<file path="src/rtl/bp_mem_cmd_delay_pkg.sv">
// Shared helpers for the memory-command delay shim.
// Messages are opaque bit vectors; only count-width helpers live here.
package bp_mem_cmd_delay_pkg;

    // Bit width that can index x items; never returns 0.
    function automatic int safe_clog2(input int x);
        return (x <= 1) ? 1 : $clog2(x);
    endfunction

endpackage

</file>
<file path="src/rtl/bp_mem_cmd_delay_slot.sv">
// One buffered command: payload, valid bit and saturating release countdown.
// Latency: countdown loads delay_p on load_i and is ripe delay_p cycles later.
// Backpressure: none internally; pop_i is only asserted by the top when sent.
module bp_mem_cmd_delay_slot
    import bp_mem_cmd_delay_pkg::*;
#(
    parameter int width_p = 8,
    parameter int delay_p = 0
) (
    input  logic               clk_i,
    input  logic               reset_i,
    input  logic               load_i,
    input  logic               pop_i,
    input  logic [width_p-1:0] data_i,
    output logic [width_p-1:0] data_o,
    output logic               v_o,
    output logic               ripe_o
);

    localparam int cnt_w_lp = safe_clog2(delay_p + 1);

    logic                v_r;
    logic [cnt_w_lp-1:0] cnt_r;
    logic [width_p-1:0]  data_r;

    always_ff @(posedge clk_i or negedge reset_i) begin
        if (!reset_i) begin
            v_r   <= 1'b0;
            cnt_r <= '0;
        end else if (load_i) begin
            v_r   <= 1'b1;
            cnt_r <= cnt_w_lp'(delay_p);
        end else begin
            if (pop_i)
                v_r <= 1'b0;
            if (v_r && (cnt_r != '0))
                cnt_r <= cnt_r - cnt_w_lp'(1);
        end
    end

    // Payload is qualified by v_r, so it needs no reset.
    always_ff @(posedge clk_i) begin
        if (load_i)
            data_r <= data_i;
    end

    assign data_o = data_r;
    assign v_o    = v_r;
    assign ripe_o = v_r && (cnt_r == '0);

endmodule

</file>
<file path="src/rtl/bp_mem_cmd_delay.sv">
// Memory-command delay/throttle shim; optional counters under BP_MEM_CMD_DELAY_STATS_EN.
// Latency: a command reaches mem_cmd_v_o no earlier than delay_p+1 cycles after accept.
// Backpressure: ready drops when full (no bypass); sends stall on ready_i or outstanding cap.
module bp_mem_cmd_delay
    import bp_mem_cmd_delay_pkg::*;
#(
    parameter int mem_msg_width_p   = 1,
    parameter int els_p             = 4,
    parameter int delay_p           = 8,
    parameter int max_outstanding_p = 2
) (
    input  logic                       clk_i,
    input  logic                       reset_i,
    input  logic [mem_msg_width_p-1:0] mem_cmd_i,
    input  logic                       mem_cmd_v_i,
    output logic                       mem_cmd_ready_o,
    output logic [mem_msg_width_p-1:0] mem_cmd_o,
    output logic                       mem_cmd_v_o,
    input  logic                       mem_cmd_ready_i,
    input  logic [mem_msg_width_p-1:0] mem_resp_i,
    input  logic                       mem_resp_v_i,
    output logic                       mem_resp_yumi_o,
    output logic [mem_msg_width_p-1:0] mem_resp_o,
    output logic                       mem_resp_v_o,
    input  logic                       mem_resp_yumi_i,
    output logic [safe_clog2(max_outstanding_p+1)-1:0] outstanding_o
`ifdef BP_MEM_CMD_DELAY_STATS_EN
    ,
    output logic [31:0]                stall_cnt_o,
    output logic [31:0]                sent_cnt_o
`endif
);

    localparam int ptr_w_lp = safe_clog2(els_p);
    localparam int occ_w_lp = safe_clog2(els_p + 1);
    localparam int out_w_lp = safe_clog2(max_outstanding_p + 1);

    logic [ptr_w_lp-1:0]        head_r, tail_r;
    logic [occ_w_lp-1:0]        occ_r;
    logic [out_w_lp-1:0]        out_r;
    logic [els_p-1:0]           slot_v, slot_ripe;
    logic [mem_msg_width_p-1:0] slot_data [els_p];
    logic                       accept, send, resp_hs, head_v, head_ripe, below_cap;

    function automatic logic [ptr_w_lp-1:0] next_ptr(input logic [ptr_w_lp-1:0] p);
        return (p == ptr_w_lp'(els_p - 1)) ? '0 : p + ptr_w_lp'(1);
    endfunction

    for (genvar i = 0; i < els_p; i++) begin : g_slot
        bp_mem_cmd_delay_slot #(
            .width_p (mem_msg_width_p),
            .delay_p (delay_p)
        ) u_slot (
            .clk_i   (clk_i),
            .reset_i (reset_i),
            .load_i  (accept && (tail_r == ptr_w_lp'(i))),
            .pop_i   (send && (head_r == ptr_w_lp'(i))),
            .data_i  (mem_cmd_i),
            .data_o  (slot_data[i]),
            .v_o     (slot_v[i]),
            .ripe_o  (slot_ripe[i])
        );
    end

    assign mem_cmd_ready_o = reset_i && (occ_r != occ_w_lp'(els_p));
    assign accept          = mem_cmd_v_i && mem_cmd_ready_o;

    // Only the head may leave, so a ripe later entry waits behind an unripe head.
    assign head_v      = slot_v[head_r];
    assign head_ripe   = slot_ripe[head_r];
    assign below_cap   = out_r < out_w_lp'(max_outstanding_p);
    assign send        = reset_i && head_v && head_ripe && mem_cmd_ready_i && below_cap;
    assign mem_cmd_v_o = send;
    assign mem_cmd_o   = slot_data[head_r];

    assign mem_resp_o      = mem_resp_i;
    assign mem_resp_v_o    = mem_resp_v_i && reset_i;
    assign mem_resp_yumi_o = mem_resp_yumi_i;
    assign resp_hs         = mem_resp_v_o && mem_resp_yumi_i;
    assign outstanding_o   = out_r;

    always_ff @(posedge clk_i or negedge reset_i) begin
        if (!reset_i) begin
            head_r <= '0;
            tail_r <= '0;
            occ_r  <= '0;
            out_r  <= '0;
        end else begin
            if (accept)
                tail_r <= next_ptr(tail_r);
            if (send)
                head_r <= next_ptr(head_r);
            if (accept && !send)
                occ_r <= occ_r + occ_w_lp'(1);
            else if (!accept && send)
                occ_r <= occ_r - occ_w_lp'(1);
            if (send && !resp_hs)
                out_r <= out_r + out_w_lp'(1);
            else if (!send && resp_hs && (out_r != '0))
                out_r <= out_r - out_w_lp'(1);
        end
    end

`ifndef SYNTHESIS
    always_ff @(posedge clk_i) begin
        if (reset_i && resp_hs && (out_r == '0))
            $error("bp_mem_cmd_delay: response with no command outstanding");
    end
`endif

`ifdef BP_MEM_CMD_DELAY_STATS_EN
    always_ff @(posedge clk_i or negedge reset_i) begin
        if (!reset_i) begin
            stall_cnt_o <= '0;
            sent_cnt_o  <= '0;
        end else begin
            if (head_v && head_ripe && !send && (stall_cnt_o != '1))
                stall_cnt_o <= stall_cnt_o + 32'd1;
            if (send && (sent_cnt_o != '1))
                sent_cnt_o <= sent_cnt_o + 32'd1;
        end
    end
`endif

endmodule

</file>
<file path="config.mk">
export PLATFORM = sky130hd
export DESIGN_NAME = bp_mem_cmd_delay
export DESIGN_NICKNAME = d
export VERILOG_FILES = /design/src/rtl/bp_mem_cmd_delay_pkg.sv /design/src/rtl/bp_mem_cmd_delay_slot.sv /design/src/rtl/bp_mem_cmd_delay.sv
export SDC_FILE = /design/constraint.sdc
export NUM_CORES = 1
export LEC_CHECK = 0
export ABC_CLOCK_PERIOD_IN_PS = 6000
export CELL_PAD_IN_SITES_DETAIL_PLACEMENT = 2
export CELL_PAD_IN_SITES_GLOBAL_PLACEMENT = 2
export CORE_ASPECT_RATIO = 0.6
export CORE_UTILIZATION = 40
export DETAILED_ROUTE_END_ITERATION = 12
export PLACE_DENSITY = 0.85
export RECOVER_POWER = 25
export SLEW_MARGIN = 0
export SYNTH_ARGS = -nofsm -noshare
export SYNTH_HDL_FRONTEND = slang
export SYNTH_SLANG_ARGS = --single-unit
</file>
<file path="constraint.sdc">
create_clock -name clk_i -period 6 [get_ports clk_i]
set_clock_uncertainty 0.15 [all_clocks]
set_input_delay 1.2 -clock clk_i [delete_from_list [all_inputs] [get_ports clk_i]]
set_output_delay 1.2 -clock clk_i [all_outputs]
set_load 0.005 [all_outputs]
</file>
==> reports/results.txt, run 1 <==
top post-synthesis cells by area - dfrtp_1 41%, ha_1 9.9%, edfxtp_1 6.8%
Synth async-reset ratio - 87.9%
post-synthesis sequential area ratio - 48.0%
Core ar. - 4170 um^2
WS Path Type - input port to output pin
pre-CTS WS - 1.45 ns
Sw Pwr - 435 uW
status - finished, final reports clean
Yosys top cell area share - 41.2%
CTS tree - done
CP max FO - 31
final hold vios - 0
Remaining Overflow, GRT - 0
min Tclk post-route - 4.61 ns
Main synth FF type - dfrtp_1
n_diodes - 0
final setup fails - 0
area leader, netlist - dfrtp_1
Hold Crit Class - register to register
Seq cells post-synth - 33
Sw Share - 41.1%
DRC errors left - 0
Clock power frac - 15.8%
Reg-to-Reg Start - g_slot[1].u_slot.cnt_r[0]
# fillers - 443
gp weighted congestion - 0.711
# Max-Cap Violations - 0
maximum vdd drop - 0.214 mV
sequential fraction of design power - 41.8%
beginning of the worst hold path - occ_r[2]
Worst-path clk slew - 0.07 ns
P_leak - 0.000886 uW
total wire length - 4.27 mm
width of the chip - 87.7 um
largest net degree at the start of global routing - 32
vias per inst - 5.03
Post-layout nets - 207
H-tree levels - 2
post-CTS setup buffer count - 0
CTS Root Cell - clkbuf_8
post-cts sizing count - 0
Int Power - 624 uW
cell row count - 18
Initial Utilization - 42.3%
Worst-Skew Late Latency - 0.29 ns
vias in the first global route - 1,350
PwrDens - 522 nW/um^2
Hold-fix buffers, CTS - 0
layout cells sized above 1 - 9.19%
final setup TNS - 0 ns
Fmax achieved - 0.217 GHz
Tcrit/Tclk final - 76.8%
io pins - 16
average wire per standard cell - 17.4 um
CTS Buf Count - 5
Comb pwr share - 42.3%
Synth Instances - 169
Post-Syn Area per Cell - 10.4 um^2
clk buf depth - 2
Die Y - 53.4 um
Least-Margin Pin Slew - 0.730 ns
DIE AREA - 4690 um^2
startpoint types - input port
Net Count, Synth - 192
FF-to-FF End - occ_r[1]
fin worst setup slack - 1.39 ns
first-pass GRT wire length - 7.07 mm
Max-slew headroom - 50.9%
Post-synth top cells - 29 x dfrtp_1, 20 x nor2_1, 17 x nand2_1
most frequent cell after synthesis - dfrtp_1
Detail Placement HPWL - 3.32 mm
DRT antenna net count - 0
RSZ-0062 raised after global routing - no
Min-Delay Endpoint - occ_r[2]
Total GRT Usage - 21.5%
Slew Limit Fails - 0
clock sinks - 33
Critical Path AT - 3.26 ns
critical path endpoint category - output pin
cell count of the worst reg-to-reg path - 11
First DRT Iteration DRCs - 30
cell area after synthesis - 1760 um^2
vias - 1,232
Synth cell types - 38
DRT Pass-1 Iters - 3
EDFF count, synth - 4
worst path required time - 4.65 ns
port buffer count - 13
Syn-to-layout area delta - 15.0%
Ys Warns - 0
initial antenna violation count - 0
Worst R2R Setup Slack - 2.87 ns
WHS Path Cells - 1
[cell families after synthesis]
kind of cell / count (synthesis) / synth area share (%)
muxes: 2 / 1.92
DFF: 33 / 48.0
xor gates and xnor gates: 16 / 7.95
adders and majority gates: 15 / 11.1
AOI/OAI and AO/OA: 23 / 10.0
buffers and inverters: 22 / 5.54
and+or+nand+nor: 58 / 15.5
[power groups by stage]
| stage | Sequential (uW) | Clock (uW) | Combinational [uW] |
|---|---|---|---|
| global route | 460 | 183 | 513 |
| CTS | 446 | 170 | 461 |
| global placement | 429 | 0 | 405 |
| finish | 443 | 168 | 448 |
| detailed placement | 448 | 0 | 457 |
| floorplan | 411 | 0 | 325 |
[stage by stage]
step / hold slack, ns / util (%) / area, um^2 / std cells / power (uW)
6_report: 0.345 / 48.7 / 2030 / 245 / 1060
5_1_grt: 0.364 / 48.7 / 2030 / 245 / 1160
4_1_cts: 0.351 / 48.7 / 2030 / 245 / 1080
3_5_place_dp: 0.339 / 46.6 / 1940 / 237 / 905
3_3_place_gp: 0.308 / 46.6 / 1940 / 237 / 834
2_1_floorplan: 0.287 / - / 1760 / 169 / 737
[cell usage in the layout (no fill, tap or decap), types with 2 or more instances in the layout]
master | Yosys | routed
ha_1 | 14 | 14
dfrtp_1 | 29 | 29
clkbuf_8 | 0 | 5
edfxtp_1 | 4 | 4
nand3_1 | 2 | 2
inv_1 | 15 | 15
and3_1 | 2 | 2
clkdlybuf4s50_1 | 0 | 11
dlygate4sd3_1 | 0 | 2
nor3_1 | 3 | 3
xor2_1 | 10 | 10
nand2b_1 | 4 | 4
buf_4 | 2 | 2
nor2_1 | 20 | 20
nand2_1 | 17 | 17
o21ai_0 | 4 | 4
a21oi_1 | 3 | 3
clkinv_2 | 0 | 2
xnor2_1 | 6 | 6
a211oi_1 | 3 | 3
a21o_1 | 4 | 4
and3_2 | 2 | 2
a21boi_0 | 3 | 3
[final cells by class]
class / instances / area, um^2 / area share (%)
sequential: 33 / 846 / 41.7
multi-input combinational: 114 / 820 / 40.4
clock buffer: 5 / 68.8 / 3.39
clock inverter: 3 / 17.5 / 0.864
timing repair buffer: 15 / 145 / 7.16
tap: 60 / 75.1 / 3.70
inverter: 15 / 56.3 / 2.78
[how the worst max path moves through the flow]
stage / slack [ns] / end / cells past startpoint / start
detailed placement: 1.45 / mem_cmd_ready_o / 4 / reset_i
finish: 1.39 / mem_cmd_ready_o / 4 / reset_i
floorplan: 2.56 / mem_cmd_v_o / 4 / mem_cmd_ready_i
global placement: 1.58 / mem_cmd_ready_o / 4 / reset_i
global route: 1.21 / mem_cmd_ready_o / 4 / reset_i
CTS: 1.42 / mem_cmd_ready_o / 4 / reset_i
[sequential cells by signal (all words and copies together), names as in the netlist]
signal and count:
g_slot.u_slot.cnt_r 16, occ_r 3, tail_r 2, head_r 2
outstanding_o 2, g_slot.u_slot.v_o 4, g_slot.u_slot.data_o 4
[critical path, cell delays in order]
cell	delay (ns)
dlygate4sd3_1	0.58
buf_4	0.39
a21boi_0	0.48
clkdlybuf4s50_1	0.60
[layer usage]
metal | vias to the layer above | share of wire [%] | GRT usage, %
met4 | 0 | 1.1 | 8.20
met3 | 8 | 2.2 | 5.15
li1 | 582 | - | -
met5 | - | 0 | 0
met1 | 626 | 47 | 26.8
met2 | 16 | 50 | 36.3
Power figures use the tool's default switching activity.
==> inputs of run 2 (changes only) <==
ABC_CLOCK_PERIOD_IN_PS = 4600   (was 6000)
CORE_UTILIZATION = 37   (was 40)
PLACE_DENSITY = 0.79   (was 0.85)
clock period = 4.6 ns   (was 6 ns; I/O delays follow)
==> run 2 against run 1 <==
- cell area unchanged
- wire length is 1.7% lower
- final cell count rose by 1.2%
- sequential power rose by 30%
- critical endpoint is now mem_cmd_v_o
- largest power group unchanged
- highest routed layer unchanged
==> reports/results.txt, run 2 (synthesized netlist as in run 1, its figures left out) <==
status - finished, final reports clean
Clock power frac - 15.4%
placed cell count - 240
io pins - 16
Pwr Total - 1370 uW
P_leak - 0.000887 uW
H-tree levels - 2
cell count of the worst reg-to-reg path - 11
Die Y - 55.5 um
Total GRT Usage - 19.2%
vias in the first global route - 1,440
First DRT Iteration DRCs - 36
post-cts sizing count - 0
Largest Register - g_slot.u_slot.cnt_r
DRT antenna net count - 0
Initial Utilization - 38.6%
final setup fails - 0
critical path endpoint category - output pin
WHS Path Cells - 1
post-CTS setup buffer count - 0
beginning of the worst hold path - occ_r[2]
Core ar. - 4560 um^2
Int Power - 814 uW
max reg flops - 16
post-route insts no fill - 248
Critical Path AT - 2.89 ns
Post-layout nets - 207
DIE AREA - 5050 um^2
Worst-path clk slew - 0.06 ns
port buffer count - 13
startpoint types - input port
PwrDens - 674 nW/um^2
min Tclk post-route - 3.96 ns
Remaining Overflow, GRT - 0
clock sinks - 33
WS Path Type - input port to output pin
Least-Margin Pin Slew - 0.671 ns
Hold Crit Class - register to register
Sw Share - 40.4%
worst path required time - 3.53 ns
# Max-Cap Violations - 0
final hold vios - 0
maximum vdd drop - 0.267 mV
Worst path max stage delay - 0.63 ns
Slew Limit Fails - 0
final setup TNS - 0 ns
Hold-fix buffers, CTS - 0
DRC errors left - 0
initial antenna violation count - 0
vias per inst - 4.93
most common cell after layout, fill and taps aside - dfrtp_1
CTS Buf Count - 5
clk buf depth - 2
Final Hold Slack - 0.326 ns
DRT Pass-1 Iters - 4
largest net degree at the start of global routing - 31
Sw Pwr - 552 uW
first-pass GRT wire length - 7.36 mm
cell row count - 19
Detail Placement HPWL - 3.15 mm
Comb pwr share - 42.5%
average wire per standard cell - 16.9 um
Reg-to-Reg Start - g_slot[1].u_slot.cnt_r[0]
Fmax achieved - 0.253 GHz
Max-slew headroom - 54.8%
width of the chip - 91.1 um
layout cells sized above 1 - 8.65%
most frequent cells in the layout - 29 x dfrtp_1, 20 x nor2_1, 17 x nand2_1
vias - 1,223
RSZ-0062 raised after global routing - no
Setup crit end - mem_cmd_v_o
sequential fraction of design power - 42.1%
n_diodes - 0
Worst-Skew Late Latency - 0.28 ns
CTS Root Cell - clkbuf_8
Worst R2R Setup Slack - 1.48 ns
CP max FO - 3
CP cell instances - dlygate4sd3_1 > nand2_1 > a311o_1 > a311oi_4 > clkdlybuf4s50_1
Worst path slowest cell - dlygate4sd3_1
CTS tree - done
Tcrit/Tclk final - 86.0%
FF-to-FF End - occ_r[1]
gp weighted congestion - 0.807
total wire length - 4.20 mm
worst setup path start - reset_i
Syn-to-layout area delta - 15.0%
-- run 2: changes by cell type in the layout (fill, tap and decap cells not counted) --
| cell | delta |
|---|---|
| clkbuf_1 | +1 |
| clkinvlp_4 | -1 |
-- run 2: cell type report --
cell class / count / area (um^2)
multi-input cells: 114 / 820
fillers: 508 / 2540
well taps: 63 / 78.8
flip-flops and latches: 33 / 846
inverters: 15 / 56.3
clock inverters: 2 / 10.0
repair buffers: 15 / 145
clock buffers: 6 / 72.6
-- run 2: critical path: cells and delay by family --
kind / cells / cell delay (ns)
buf+inv: 2 / 1.18
compound gates: 2 / 0.68
simple gates: 1 / 0.10
-- run 2: worst min-delay path by stage --
stage	slack [ns]	endpoint
after floorplan	0.29	occ_r[2]
after global placement	0.32	occ_r[2]
after detailed placement	0.32	occ_r[2]
after CTS	0.34	occ_r[2]
after global routing	0.35	occ_r[2]
final	0.33	occ_r[2]
-- run 2: stage by stage --
stage	setup WS [ns]	area [um^2]	util (%)
finish	0.643	2030	44.4
global placement	0.804	1950	42.6
global route	0.584	2030	44.4
CTS	0.704	2030	44.4
detailed placement	0.789	1950	42.6
floorplan	1.57	1760	-
-- run 2: routing by layer --
metal	routed length, um	GRT usage, %	vias up
li1	-	-	588
met3	94	4.27	5
met1	2010	25.8	615
met2	2070	31.3	15
met5	0	0	-
met4	30	5.44	0
-- run 2: power by group through the flow --
stage	logic [uW]	clock network (uW)	registers, uW
6_report	580	210	576
5_1_grt	670	231	596
4_1_cts	597	218	578
3_5_place_dp	585	0	579
3_3_place_gp	530	0	561
2_1_floorplan	424	0	537
